$ cat config.mk
export PLATFORM = sky130hd
export DESIGN_NAME = overture_branch_sequencer_flat
export DESIGN_NICKNAME = d
export VERILOG_FILES = /design/src/rtl/overture_branch_sequencer_if.sv /design/src/rtl/overture_branch_sequencer.sv /design/src/flat_wrapper.sv
export SDC_FILE = /design/constraint.sdc
export NUM_CORES = 1
export LEC_CHECK = 0
export BUFFER_PORTS_ARGS = -buffer_cell sky130_fd_sc_hd__buf_2
export CORE_UTILIZATION = 48
export DETAILED_ROUTE_END_ITERATION = 10
export PLACE_DENSITY = 0.84
export SLEW_MARGIN = 20
export SYNTH_ARGS = -nofsm -noshare
export SYNTH_HDL_FRONTEND = slang
export SYNTH_SLANG_ARGS = --single-unit
export TNS_END_PERCENT = 5
$ cat constraint.sdc
create_clock -name clk -period 2.79 [get_ports clk]
set_input_delay 0.279 -clock clk [delete_from_list [all_inputs] [get_ports clk]]
set_output_delay 0.279 -clock clk [all_outputs]
set_load 0.03 [all_outputs]
$ cat src/rtl/overture_branch_sequencer_if.sv
// Decoder-to-sequencer instruction handshake bundle.
// Master = decoder, slave = branch sequencer.
interface overture_branch_sequencer_if #(
   parameter int PC_WIDTH   = 8,
   parameter int DATA_WIDTH = 8
);
   logic                  instr_valid;
   logic                  instr_ready;
   logic                  is_cond;
   logic                  is_call;
   logic                  is_ret;
   logic [2:0]            cond_code;
   logic [DATA_WIDTH-1:0] cond_value;
   logic [PC_WIDTH-1:0]   jump_target;

   modport master (
      output instr_valid,
      output is_cond,
      output is_call,
      output is_ret,
      output cond_code,
      output cond_value,
      output jump_target,
      input  instr_ready
   );

   modport slave (
      input  instr_valid,
      input  is_cond,
      input  is_call,
      input  is_ret,
      input  cond_code,
      input  cond_value,
      input  jump_target,
      output instr_ready
   );
endinterface

$ cat src/rtl/overture_branch_sequencer.sv
// OVERTURE branch sequencer: condition eval, PC, RUN/FLUSH/HALT.
// Optional return stack: define OVERTURE_CALL_STACK_EN.
module overture_branch_sequencer #(
   parameter int PC_WIDTH    = 8,
   parameter int DATA_WIDTH  = 8,
   parameter int STACK_DEPTH = 4
) (
   input  logic                clk,
   input  logic                rst,
   overture_branch_sequencer_if.slave dec,
   input  logic                halt,
   input  logic                resume,
   output logic [PC_WIDTH-1:0] pc,
   output logic                fetch_en,
   output logic                branch_taken,
   output logic                flush,
   output logic                stack_err
);

   typedef enum logic [1:0] {RUN, FLUSH, HALT} state_t;

   state_t              state, state_n;
   logic [PC_WIDTH-1:0] pc_n, pc_inc, jump_pc;
   logic                bt_n, fl_n, hold, hold_n;
   logic                accept, zero, neg;
   logic                cond_true, take, jump;

   assign dec.instr_ready = (state == RUN);
   assign accept   = dec.instr_valid & dec.instr_ready;
   assign fetch_en = (state != HALT);
   assign zero     = (dec.cond_value == '0);
   assign neg      = dec.cond_value[DATA_WIDTH-1];
   assign pc_inc   = pc + PC_WIDTH'(1);
   assign take     = dec.is_cond & cond_true;

   // Decode the 3-bit condition code against zero/sign flags.
   always_comb begin
      cond_true = 1'b0;
      unique case (dec.cond_code)
         3'd0: cond_true = 1'b0;
         3'd1: cond_true = zero;
         3'd2: cond_true = neg;
         3'd3: cond_true = neg | zero;
         3'd4: cond_true = 1'b1;
         3'd5: cond_true = ~zero;
         3'd6: cond_true = ~neg;
         3'd7: cond_true = ~neg & ~zero;
         default: cond_true = 1'b0;
      endcase
   end

`ifdef OVERTURE_CALL_STACK_EN
   localparam int PW = (STACK_DEPTH > 1) ? $clog2(STACK_DEPTH) : 1;
   localparam int CW = $clog2(STACK_DEPTH + 1);
   localparam logic [PW-1:0] PTR_MAX = PW'(STACK_DEPTH - 1);
   localparam logic [CW-1:0] CNT_MAX = CW'(STACK_DEPTH);

   logic [PC_WIDTH-1:0] stack [STACK_DEPTH];
   logic [PW-1:0]       ptr, ptr_inc, ptr_dec;
   logic [CW-1:0]       cnt;
   logic                err, do_push, do_pop;

   assign ptr_inc   = (ptr == PTR_MAX) ? '0 : ptr + PW'(1);
   assign ptr_dec   = (ptr == '0) ? PTR_MAX : ptr - PW'(1);
   assign do_push   = accept & dec.is_call & take;
   assign do_pop    = accept & dec.is_ret & ~dec.is_call;
   assign jump      = take | do_pop;
   assign jump_pc   = do_pop ? stack[ptr_dec] : dec.jump_target;
   assign stack_err = err;

   // Return-address storage; ptr is the next free slot.
   always_ff @(posedge clk) begin
      if (do_push) stack[ptr] <= pc_inc;
   end

   // Pointer, fill count and sticky over/underflow flag.
   always_ff @(posedge clk) begin
      if (!rst) begin
         ptr <= '0;
         cnt <= '0;
         err <= 1'b0;
      end else if (do_push) begin
         ptr <= ptr_inc;
         if (cnt == CNT_MAX) err <= 1'b1;
         else                cnt <= cnt + CW'(1);
      end else if (do_pop) begin
         ptr <= ptr_dec;
         if (cnt == '0) err <= 1'b1;
         else           cnt <= cnt - CW'(1);
      end
   end
`else
   logic unused_ok;

   assign jump      = take;
   assign jump_pc   = dec.jump_target;
   assign stack_err = 1'b0;
   assign unused_ok = ^{dec.is_call, dec.is_ret, 1'(STACK_DEPTH)};
`endif

   // Next-state, next-PC and pulse outputs.
   always_comb begin
      state_n = state;
      pc_n    = pc;
      bt_n    = 1'b0;
      fl_n    = 1'b0;
      hold_n  = hold;
      unique case (state)
         RUN: begin
            if (accept) begin
               if (jump) begin
                  pc_n    = jump_pc;
                  bt_n    = 1'b1;
                  fl_n    = 1'b1;
                  hold_n  = halt;
                  state_n = FLUSH;
               end else begin
                  pc_n = pc_inc;
                  if (halt) state_n = HALT;
               end
            end else if (halt) begin
               state_n = HALT;
            end
         end
         FLUSH: begin
            hold_n  = 1'b0;
            state_n = (halt | hold) ? HALT : RUN;
         end
         HALT: begin
            if (resume & ~halt) state_n = RUN;
         end
         default: state_n = RUN;
      endcase
   end

   // State and PC registers.
   always_ff @(posedge clk) begin
      if (!rst) begin
         state        <= RUN;
         pc           <= '0;
         branch_taken <= 1'b0;
         flush        <= 1'b0;
         hold         <= 1'b0;
      end else begin
         state        <= state_n;
         pc           <= pc_n;
         branch_taken <= bt_n;
         flush        <= fl_n;
         hold         <= hold_n;
      end
   end

endmodule

$ cat src/flat_wrapper.sv
// flat-port wrapper written by rule: the top's interface ports become plain ports
module overture_branch_sequencer_flat 
#(
   parameter int PC_WIDTH    = 8,
   parameter int DATA_WIDTH  = 8,
   parameter int STACK_DEPTH = 4
)
  (clk, rst, halt, resume, pc, fetch_en, branch_taken, flush, stack_err, dec_instr_valid, dec_is_cond, dec_is_call, dec_is_ret, dec_cond_code, dec_cond_value, dec_jump_target, dec_instr_ready);
  overture_branch_sequencer_if #(.PC_WIDTH(PC_WIDTH), .DATA_WIDTH(DATA_WIDTH)) dec_i ();
  input  logic clk;
  input  logic rst;
  input  logic halt;
  input  logic resume;
  output logic [PC_WIDTH-1:0] pc;
  output logic fetch_en;
  output logic branch_taken;
  output logic flush;
  output logic stack_err;
  input wire logic [$bits(dec_i.instr_valid)-1:0] dec_instr_valid;
  input wire logic [$bits(dec_i.is_cond)-1:0] dec_is_cond;
  input wire logic [$bits(dec_i.is_call)-1:0] dec_is_call;
  input wire logic [$bits(dec_i.is_ret)-1:0] dec_is_ret;
  input wire logic [$bits(dec_i.cond_code)-1:0] dec_cond_code;
  input wire logic [$bits(dec_i.cond_value)-1:0] dec_cond_value;
  input wire logic [$bits(dec_i.jump_target)-1:0] dec_jump_target;
  output wire logic [$bits(dec_i.instr_ready)-1:0] dec_instr_ready;
  assign dec_i.instr_valid = dec_instr_valid;
  assign dec_i.is_cond = dec_is_cond;
  assign dec_i.is_call = dec_is_call;
  assign dec_i.is_ret = dec_is_ret;
  assign dec_i.cond_code = dec_cond_code;
  assign dec_i.cond_value = dec_cond_value;
  assign dec_i.jump_target = dec_jump_target;
  assign dec_instr_ready = dec_i.instr_ready;
  overture_branch_sequencer #(.PC_WIDTH(PC_WIDTH), .DATA_WIDTH(DATA_WIDTH), .STACK_DEPTH(STACK_DEPTH)) u_core (.clk(clk), .rst(rst), .dec(dec_i), .halt(halt), .resume(resume), .pc(pc), .fetch_en(fetch_en), .branch_taken(branch_taken), .flush(flush), .stack_err(stack_err));
endmodule
==> qor.yml <==
status:
  status: "finished, violations left"
  violations: "design-rule violations"
finish:
  nFillCells: 134
  final_cell_mix: "buf_2 (36), dfxtp_1 (12), nand2_1 (10), nor2_1 (6), nand3_1 (6)"
  insertedDiodeCount: 0
  ff_latch_area_sq_um: 240.2
  mostFrequentLayoutCell: "buf_2"
  design_area_sq_mm: 0.001022
  multi_input_area_sq_um: 530.5
  nets: 163
  utilization_pct: 65.57
  drive_above_1_share_pct: 35.07
  finalNonFillerCells: 150
  area_growth_pct: 23.98
routing:
  dr.pass1.iters: 7
  vias: 960
  wl_per_cell_um: 13.65
  vias_per_cell: 6.400
  wirelength_mm: 2.047
  ant_nets: 0
  drt_iter0_markers: 35
  drc: 4
setup_path:
  crit_path_start: "dec_cond_value[2]"
  worstPathArrival_ns: 1.79
  cp_slowest_cell: "nor3_4"
  crit_path_start_kind: "primary input"
  required_ns: 2.96
  worstReg2RegStart: "u_core.pc[0]$_SDFFE_PN0P_"
  crit_chain: "buf_2, nor4_4, a211oi_2, nor3_4, mux2i_1, a21oi_1"
  critPathTopFamily: "simple AND/OR/NAND/NOR gates"
  cp-end-kind: "flop"
  crit_type: "primary input to flop"
  slowest_delay_ns: 0.62
  path_buf_inv: 1
  critPathMaxFanout: 19
clock_network:
  insertion_delay_ns: 0.28
  clock_path_buffers: 2
  path_clk_slew_ns: 0.09
  cts_resized: 0
  post-cts-setup-buffers: 0
  cts_tree: "built"
  cts.sinks: 12
  cts-root-buf: "clkbuf_4"
  cts_buffers: 3
  cts_max_level: 1
  cts_hold_buffers: 0
yosys:
  synth_nets: 129
  synth_edf_count: 0
  ys_ff_latch: 12
  seq_area_frac_synth_pct: 29.14
  dominantRegCellSynth: "dfxtp_1"
  netlist_instances: 101
  async_flop_share_pct: 0
  yosysUniqueCellTypes: 39
  avgSynthCellArea_sq_um: 8.164
  yosys_warnings: 0
  synth_area_sq_um: 824.5
floorplan:
  dieArea_sq_mm: 0.001887
  rows: 14
  ios: 40
  die_w_um: 43.45
  coreArea_sq_mm: 0.001559
  start_util_pct: 52.89
  dieHeight_um: 43.45
sta:
  setup_slack_ns: 1.167
  finalCriticalPeriod_ns: 1.623
  final_max_slew_viol_count: 0
  fmax_ghz: 0.6163
  finalSetupViolations: 0
  fin_skew_ns: 0.006408
  hold_violations: 0
  worst_hold_slack_ns: 0.2500
  rsz0062_at_grt: "false"
  fin_tns_setup_ns: 0
  worst_pin_slew_ns: 0.7001
  post-route-period-util_pct: 58.16
  slew-limit-headroom_pct: 53.17
global_route:
  antenna_found_initial: 0
  grt_pass1_vias: 880
  grt_overflow: 0
  grt_max_degree: 23
  grt_pass1_wl_mm: 3.491
  grt_use_total_pct: 23.88
placement:
  finalWeightedCongestion: 0.7422
  dp.cells: 146
  placed_area_sq_um: 985.9
  dpl.hpwl_mm: 1.471
  pre_cts_ws_ns: 0.9004
  io_buffers: 36
min_path:
  hp-class: "primary input to flop"
  min_from: "halt"
pwr:
  irDropWorstVdd_v: 0.0002607
  p_leak_nw: 0.4666
  p_total_uw: 484.2
  power.density_mw_per_mm2: 473.7
job:
  drv_cap: 0
## worst register-to-register path: cells and delay by family (launching register included)
kind            cells  cell delay (ns)
flops               1             0.35
simple gates        3             0.59
compound gates      2             0.26
fa+ha+maj           1             0.23
## final cells by class
type                            instances  area share [%]
Clock buffer                            4           3.550
Sequential cell                        12           23.50
Timing Repair Buffer                   37           18.36
Inverter                                2          0.7344
Tap cell                               16           1.958
Multi-Input combinational cell         79           51.90
## cells in the mapped netlist, drive strengths merged (2+ instances only)
| cell type | count | area [sq um] |
|---|---|---|
| o221ai | 4 | 35.03 |
| inv | 2 | 7.510 |
| nor3b | 3 | 27.52 |
| dfxtp | 12 | 240.2 |
| clkbuf | 3 | 11.26 |
| nand3 | 6 | 30.03 |
| nand2 | 10 | 37.54 |
| and3 | 5 | 31.28 |
| o21ai | 8 | 40.04 |
| nor3 | 5 | 36.29 |
| and4b | 3 | 30.03 |
| nand3b | 2 | 15.01 |
| buf | 5 | 35.03 |
| nor2 | 6 | 22.52 |
| a21oi | 2 | 10.01 |
| nor2b | 4 | 25.02 |
| nor4 | 3 | 40.04 |
| o211ai | 3 | 22.52 |
## power by group
group | leakage, nW | switching [mW] | total [mW] | internal (mW)
Sequential | 0.0982 | 0.0174 | 0.203 | 0.186
Clock | 0.0210 | 0.0640 | 0.143 | 0.0793
Combinational | 0.347 | 0.0876 | 0.138 | 0.0501
Total | 0.467 | 0.169 | 0.484 | 0.315
## flip-flops by register name, indices dropped and copies added, names as in the netlist
signal	count
u_core.pc	8
u_core.branch_taken	1
u_core.state	2
u_core.hold	1
## per-layer routing
metal  wire [um]  share of wire [%]  vias up  global-route usage [%]
li1            -                  -      450                       -
met1         839                 41      442                   27.88
met2         984                 48       60                   40.61
met3         168                8.2        8                   4.583
met4          55                2.7        0                   13.75
met5           0                  0        -                       0
## cells by family (layout without fill, tap and decap cells)
logic type	after synthesis	in the layout	share of synthesized area [%]
other	1	1	0.4548
flip-flops	12	12	29.14
buffers and inverters	10	43	6.525
multiplexers	1	1	1.214
adder cells (fa/ha/maj)	1	1	1.517
AO/OA/AOI/OAI	24	24	20.94
AND/OR/NAND/NOR	52	52	40.21
## worst paths after layout
path,end,slack (ns),cells after the start
worst min-delay path,u_core.hold$_SDFFE_PN0P_,0.25,2
worst max-delay path,u_core.pc[1]$_SDFFE_PN0P_,1.17,6
worst max register to register,u_core.pc[6]$_SDFFE_PN0P_,1.21,6
worst min register to register,u_core.hold$_SDFFE_PN0P_,0.52,2
No activity file was read; power rests on OpenSTA's default activity.
